File: src/rtl/crop_job_scheduler.sv
// crop_job_scheduler: queues crop requests and runs each through crop_plus_gaussian,
// emitting one status word per job.
module crop_job_scheduler #(
    parameter int IMG_ROW_BITWIDTH = 10,
    parameter int IMG_COL_BITWIDTH = 10,
    parameter int IN_ROWS          = 100,
    parameter int IN_COLS          = 160,
    parameter int OUT_ROWS         = 48,
    parameter int OUT_COLS         = 48,
    parameter int FIFO_DEPTH       = 4,
    parameter int TIMEOUT_CYCLES   = 65535
) (
    input  logic                                     ap_clk,
    input  logic                                     ap_rst_n,
    input  logic [IMG_ROW_BITWIDTH+IMG_COL_BITWIDTH-1:0] req_TDATA,
    input  logic                                     req_TVALID,
    output logic                                     req_TREADY,
    output logic [IMG_ROW_BITWIDTH-1:0]              crop_Y1_TDATA,
    output logic                                     crop_Y1_TVALID,
    input  logic                                     crop_Y1_TREADY,
    output logic [IMG_COL_BITWIDTH-1:0]              crop_X1_TDATA,
    output logic                                     crop_X1_TVALID,
    input  logic                                     crop_X1_TREADY,
    output logic                                     core_ap_start,
    input  logic                                     core_ap_idle,
    input  logic                                     core_ap_done,
    output logic [31:0]                              status_TDATA,
    output logic                                     status_TVALID,
    input  logic                                     status_TREADY,
    output logic                                     busy,
    output logic [15:0]                              jobs_done
);
    localparam int RW = IMG_ROW_BITWIDTH;
    localparam int CW = IMG_COL_BITWIDTH;
    localparam int DW = RW + CW;
    localparam int AW = $clog2(FIFO_DEPTH);
    localparam logic [RW-1:0] Y_MAX    = RW'(IN_ROWS - OUT_ROWS);
    localparam logic [CW-1:0] X_MAX    = CW'(IN_COLS - OUT_COLS);
    localparam logic [31:0]   TMO_LAST = 32'(TIMEOUT_CYCLES - 1);

    typedef enum logic [2:0] {IDLE, SEND_COORD, START, WAIT_DONE, REPORT} state_t;

    state_t          state_q, state_d;
    logic [DW-1:0]   mem_q [FIFO_DEPTH];
    logic [AW-1:0]   wr_ptr_q, wr_ptr_d, rd_ptr_q, rd_ptr_d;
    logic [AW:0]     count_q, count_d;
    logic            nempty_q, req_tready_q, req_tready_d, busy_q, busy_d;
    logic [RW-1:0]   y_q, y_d;
    logic [CW-1:0]   x_q, x_d;
    logic            y_vld_q, y_vld_d, x_vld_q, x_vld_d, clamped_q, clamped_d;
    logic            start_q, start_d, status_vld_q, status_vld_d;
    logic [31:0]     tmo_cnt_q, tmo_cnt_d, status_data_q, status_data_d;
    logic [15:0]     job_id_q, job_id_d, jobs_done_q, jobs_done_d;
    logic            push, pop;
    logic [DW-1:0]   head;
    logic [RW-1:0]   head_y;
    logic [CW-1:0]   head_x;

    // Occupancy is seen through a one-cycle-late flag, giving two edges from request to crop TVALID.
    assign push   = req_TVALID && req_tready_q;
    assign pop    = (state_q == IDLE) && nempty_q;
    assign head   = mem_q[rd_ptr_q];
    assign head_y = head[DW-1:CW];
    assign head_x = head[CW-1:0];

    always_comb begin
        state_d       = state_q;
        y_d           = y_q;
        x_d           = x_q;
        y_vld_d       = y_vld_q;
        x_vld_d       = x_vld_q;
        clamped_d     = clamped_q;
        start_d       = 1'b0;
        tmo_cnt_d     = tmo_cnt_q;
        status_vld_d  = status_vld_q;
        status_data_d = status_data_q;
        job_id_d      = job_id_q;
        jobs_done_d   = jobs_done_q;
        wr_ptr_d      = wr_ptr_q + AW'(push);
        rd_ptr_d      = rd_ptr_q + AW'(pop);
        count_d       = count_q + (AW+1)'(push) - (AW+1)'(pop);
        case (state_q)
            IDLE: if (pop) begin
                y_d       = (head_y > Y_MAX) ? Y_MAX : head_y;
                x_d       = (head_x > X_MAX) ? X_MAX : head_x;
                clamped_d = (head_y > Y_MAX) || (head_x > X_MAX);
                y_vld_d   = 1'b1;
                x_vld_d   = 1'b1;
                state_d   = SEND_COORD;
            end
            SEND_COORD: begin
                y_vld_d = y_vld_q && !crop_Y1_TREADY;
                x_vld_d = x_vld_q && !crop_X1_TREADY;
                state_d = (!y_vld_d && !x_vld_d) ? START : SEND_COORD;
            end
            START: if (core_ap_idle) begin
                start_d   = 1'b1;
                tmo_cnt_d = '0;
                state_d   = WAIT_DONE;
            end
            WAIT_DONE: begin
                tmo_cnt_d = tmo_cnt_q + 32'd1;
                if (core_ap_done) begin
                    status_vld_d  = 1'b1;
                    status_data_d = {1'b0, clamped_q, 14'd0, job_id_q};
                    state_d       = REPORT;
                end else if (TIMEOUT_CYCLES != 0 && tmo_cnt_q == TMO_LAST) begin
                    status_vld_d  = 1'b1;
                    status_data_d = {1'b1, clamped_q, 14'd0, job_id_q};
                    state_d       = REPORT;
                end
            end
            REPORT: if (status_TREADY) begin
                status_vld_d = 1'b0;
                job_id_d     = job_id_q + 16'd1;
                jobs_done_d  = jobs_done_q + 16'd1;
                state_d      = IDLE;
            end
            default: state_d = IDLE;
        endcase
        req_tready_d = count_d != (AW+1)'(FIFO_DEPTH);
        busy_d       = (state_d != IDLE) || (count_d != '0);
    end

    always_ff @(posedge ap_clk) begin
        if (push) mem_q[wr_ptr_q] <= req_TDATA;
    end

    always_ff @(posedge ap_clk or negedge ap_rst_n) begin
        if (!ap_rst_n) begin
            state_q       <= IDLE;
            wr_ptr_q      <= '0;
            rd_ptr_q      <= '0;
            count_q       <= '0;
            nempty_q      <= 1'b0;
            req_tready_q  <= 1'b0;
            busy_q        <= 1'b0;
            y_q           <= '0;
            x_q           <= '0;
            y_vld_q       <= 1'b0;
            x_vld_q       <= 1'b0;
            clamped_q     <= 1'b0;
            start_q       <= 1'b0;
            tmo_cnt_q     <= '0;
            status_vld_q  <= 1'b0;
            status_data_q <= '0;
            job_id_q      <= '0;
            jobs_done_q   <= '0;
        end else begin
            state_q       <= state_d;
            wr_ptr_q      <= wr_ptr_d;
            rd_ptr_q      <= rd_ptr_d;
            count_q       <= count_d;
            nempty_q      <= count_q != '0;
            req_tready_q  <= req_tready_d;
            busy_q        <= busy_d;
            y_q           <= y_d;
            x_q           <= x_d;
            y_vld_q       <= y_vld_d;
            x_vld_q       <= x_vld_d;
            clamped_q     <= clamped_d;
            start_q       <= start_d;
            tmo_cnt_q     <= tmo_cnt_d;
            status_vld_q  <= status_vld_d;
            status_data_q <= status_data_d;
            job_id_q      <= job_id_d;
            jobs_done_q   <= jobs_done_d;
        end
    end

    assign req_TREADY     = req_tready_q;
    assign crop_Y1_TDATA  = y_q;
    assign crop_Y1_TVALID = y_vld_q;
    assign crop_X1_TDATA  = x_q;
    assign crop_X1_TVALID = x_vld_q;
    assign core_ap_start  = start_q;
    assign status_TDATA   = status_data_q;
    assign status_TVALID  = status_vld_q;
    assign busy           = busy_q;
    assign jobs_done      = jobs_done_q;
endmodule

File: config.mk
export PLATFORM = sky130hd
export DESIGN_NAME = crop_job_scheduler
export DESIGN_NICKNAME = d
export VERILOG_FILES = /design/src/rtl/crop_job_scheduler.sv
export SDC_FILE = /design/constraint.sdc
export NUM_CORES = 1
export LEC_CHECK = 0
export CAP_MARGIN = 20
export CORE_MARGIN = 3
export CORE_UTILIZATION = 55
export CTS_CLUSTER_DIAMETER = 100
export DETAILED_ROUTE_END_ITERATION = 8
export PLACE_DENSITY = 0.79
export SYNTH_ARGS = -nofsm -noshare
export SYNTH_HDL_FRONTEND = slang
export SYNTH_SLANG_ARGS = --single-unit
File: constraint.sdc
create_clock -name ap_clk -period 3.7 [get_ports ap_clk]
set_input_delay 0.37 -clock ap_clk [delete_from_list [all_inputs] [get_ports ap_clk]]
set_output_delay 0.37 -clock ap_clk [all_outputs]
set_load 0.01 [all_outputs]
==> results.ini <==
[run_status]
status=complete, no violations

[cts]
cts_tree=built
cts_root_buffer=clkbuf_16
ctsLongestPathBuffers=2
cts_resized=0
cts_buffers=17
cts.sinks=200
h-tree-depth=4
cts_setup_buffers=0
cts.clk_slew.worst_paths_ps=70
clock_latency_ps=440
ctsHoldBuffers=0

[pwr]
power_frac_seq=0.474
total_power_w=0.00626
vdd_drop_max_mv=0.540
power_frac_comb=0.234
clkPwrFrac=0.291
cellLeakagePower_nw=4.14
netSwitchingFraction=0.296
power_density_mw_per_mm2=633
switchingPower_w=0.00185
internal_power_w=0.00440

[grt]
grt_pass1_wl_mm=25.8
grt_util_all_layers=0.202
grt_pass1_vias=5186
overflow=0
antenna_found_initial=0
grt_max_degree=72

[synth]
syn_area_per_cell_um2=13.7
synth-edff-count=80
synth_area_mm2=0.00826
ys_ff_latch=200
synth-main-ff-cell=dfrtp_1
synth-async-reset-ratio=0.600
ys_seq_area_frac=0.655
synth.distinct_cells=55
yosys_warnings=0
synthCells=601

[timing]
clock_skew_ps=11.5
clock.fmax_ghz=0.342
fin_tns_setup_ps=0
final_hold_viol_count=0
rsz0062_at_grt=false
worst_pin_slew_ps=873
slew-limit-headroom=0.418
setup_viol=0
final.period_utilization=0.790
slew_viol_final=0
fin_ws_ps=778
post-route-min-period_ps=2920

[critical_path]
ff2ff_path_depth=12
critPathKind=flip-flop to flip-flop
regToRegEndpoint=busy$_DFF_PN0_
r2r_setup_slack_ps=780
crit_path_start_kind=flip-flop
end_kind=flip-flop
path_max_fanout=12
r2r_start=state_q[2]$_DFF_PN0_
cp.required_ps=4010
worstPathArrival_ps=3230

[floorplan]
initial_utilization=0.566
fp.dieW_um=129
coreArea_mm2=0.0146
die_area_mm2=0.0165
die_h_um=129
pin_count=102
fp-row-count=44

[place]
place.gp.congestion=0.836
hpwl_mm=10.9
dp_worst_setup_slack_ps=816
numPortBuffers=87

[cells_and_area]
syn_to_final_growth_pct=19.6
fin_nets=737
drive_above_1_share=0.122
diodes=0

[route]
drc_errors=0
vias=5078
ant_nets=0
drt_pre_antenna_iters=4
via_per_inst=5.66
drt_iter0_drc=343
avgRoutedWirePerCell_um=17.5
drt_wl_total_mm=15.7

[run]
drv_cap=0

[worst_hold_path]
hp-class=input pin to async pin

==> layout make-up <==
type / count / area, um2
inverters: 14 / 52.6
clock buffers: 24 / 507
multi-input cells: 370 / 2650
flip-flops and latches: 200 / 5410
repair buffers: 97 / 943
fillers: 997 / 4710
well taps: 184 / 230
clock inverters: 8 / 87.6
==> power by group through the flow <==
stage | clock (W) | combinational [W] | sequential [W]
floorplan | 0 | 0.000993 | 0.00293
global placement | 0 | 0.00143 | 0.00298
detailed placement | 0 | 0.00149 | 0.00301
CTS | 0.00186 | 0.00149 | 0.00297
global route | 0.00194 | 0.00163 | 0.00301
finish | 0.00182 | 0.00147 | 0.00297
==> cells by family after synthesis <==
family / count (synthesis) / share of synthesized area
adders and majority gates: 9 / 0.0146
muxes: 51 / 0.0879
DFF: 200 / 0.655
and+or+nand+nor: 210 / 0.134
buffers and inverters: 44 / 0.0318
AOI/OAI and AO/OA: 52 / 0.0408
xor gates and xnor gates: 34 / 0.0361
other: 1 / 0.000454
==> sequential cells by signal, indices dropped and copies added, names as in the netlist, 2 cells and up <==
register	cells
crop_X1_TDATA	10
job_id_q	16
count_q	3
crop_Y1_TDATA	10
mem_q	80
state_q	3
jobs_done	16
status_TDATA	18
tmo_cnt_q	32
wr_ptr_q	2
rd_ptr_q	2
==> synth_stat cells, drive strengths merged, types with 14 or more instances <==
master / number / area share
mux2: 18 / 0.028
xnor2: 21 / 0.022
mux2i: 20 / 0.024
inv: 14 / 0.0064
nor2: 29 / 0.013
buf: 20 / 0.020
nand4: 16 / 0.014
nand3: 31 / 0.019
o21ai: 19 / 0.012
nand2: 68 / 0.031
edfxtp: 80 / 0.29
dfrtp: 120 / 0.36
==> worst max-delay path by stage <==
stage                                    start        endpoint  slack (ps)  depth (start not counted)
final                     state_q[2]$_DFF_PN0_  busy$_DFF_PN0_         780                         12
after global routing      state_q[2]$_DFF_PN0_  busy$_DFF_PN0_         520                         12
after CTS                 state_q[2]$_DFF_PN0_  busy$_DFF_PN0_         780                         12
after detailed placement  state_q[2]$_DFF_PN0_  busy$_DFF_PN0_         820                         12
after global placement    state_q[2]$_DFF_PN0_  busy$_DFF_PN0_         930                         12
after floorplan           state_q[2]$_DFF_PN0_  busy$_DFF_PN0_         860                         13
==> worst max-delay path, cell delays in order, from the launching register on <==
cell and delay, ps:
dfrtp_1 450, nor2_1 280, nand3b_1 160, inv_1 330, ha_1 300, inv_1 60
ha_1 130, inv_1 50, fa_1 380, xnor2_1 150, xnor2_1 160, nor3_1 200
o2111ai_1 140
==> layer usage <==
layer  wire [um]  up-vias  track usage
met3         761       24       0.0469
li1            -     2364            -
met1        6650     2554        0.254
met2        7950      136        0.342
met4         323        0       0.0797
met5           0        -            0
==> per-stage QoR <==
stage | instances | hold slack, ps | instance area (um2) | utilization
final | 897 | 42.5 | 9880 | 0.677
after global routing | 897 | 109 | 9880 | 0.677
after CTS | 897 | 76.1 | 9880 | 0.677
after detailed placement | 865 | 464 | 9280 | 0.636
after global placement | 865 | 459 | 9280 | 0.636
after floorplan | 614 | 74.4 | 8300 | -
==> placed cells by master (no fill, tap or decap), drive strengths merged, types with 16 or more instances in the layout <==
| master | instances |
|---|---|
| nand2 | 68 |
| dfrtp | 120 |
| o21ai | 19 |
| nand4 | 16 |
| mux2 | 18 |
| xnor2 | 21 |
| nand3 | 31 |
| nor2 | 29 |
| edfxtp | 80 |
| clkbuf | 24 |
| mux2i | 20 |
| clkdlybuf4s50 | 86 |
Power figures use the tool's default switching activity.
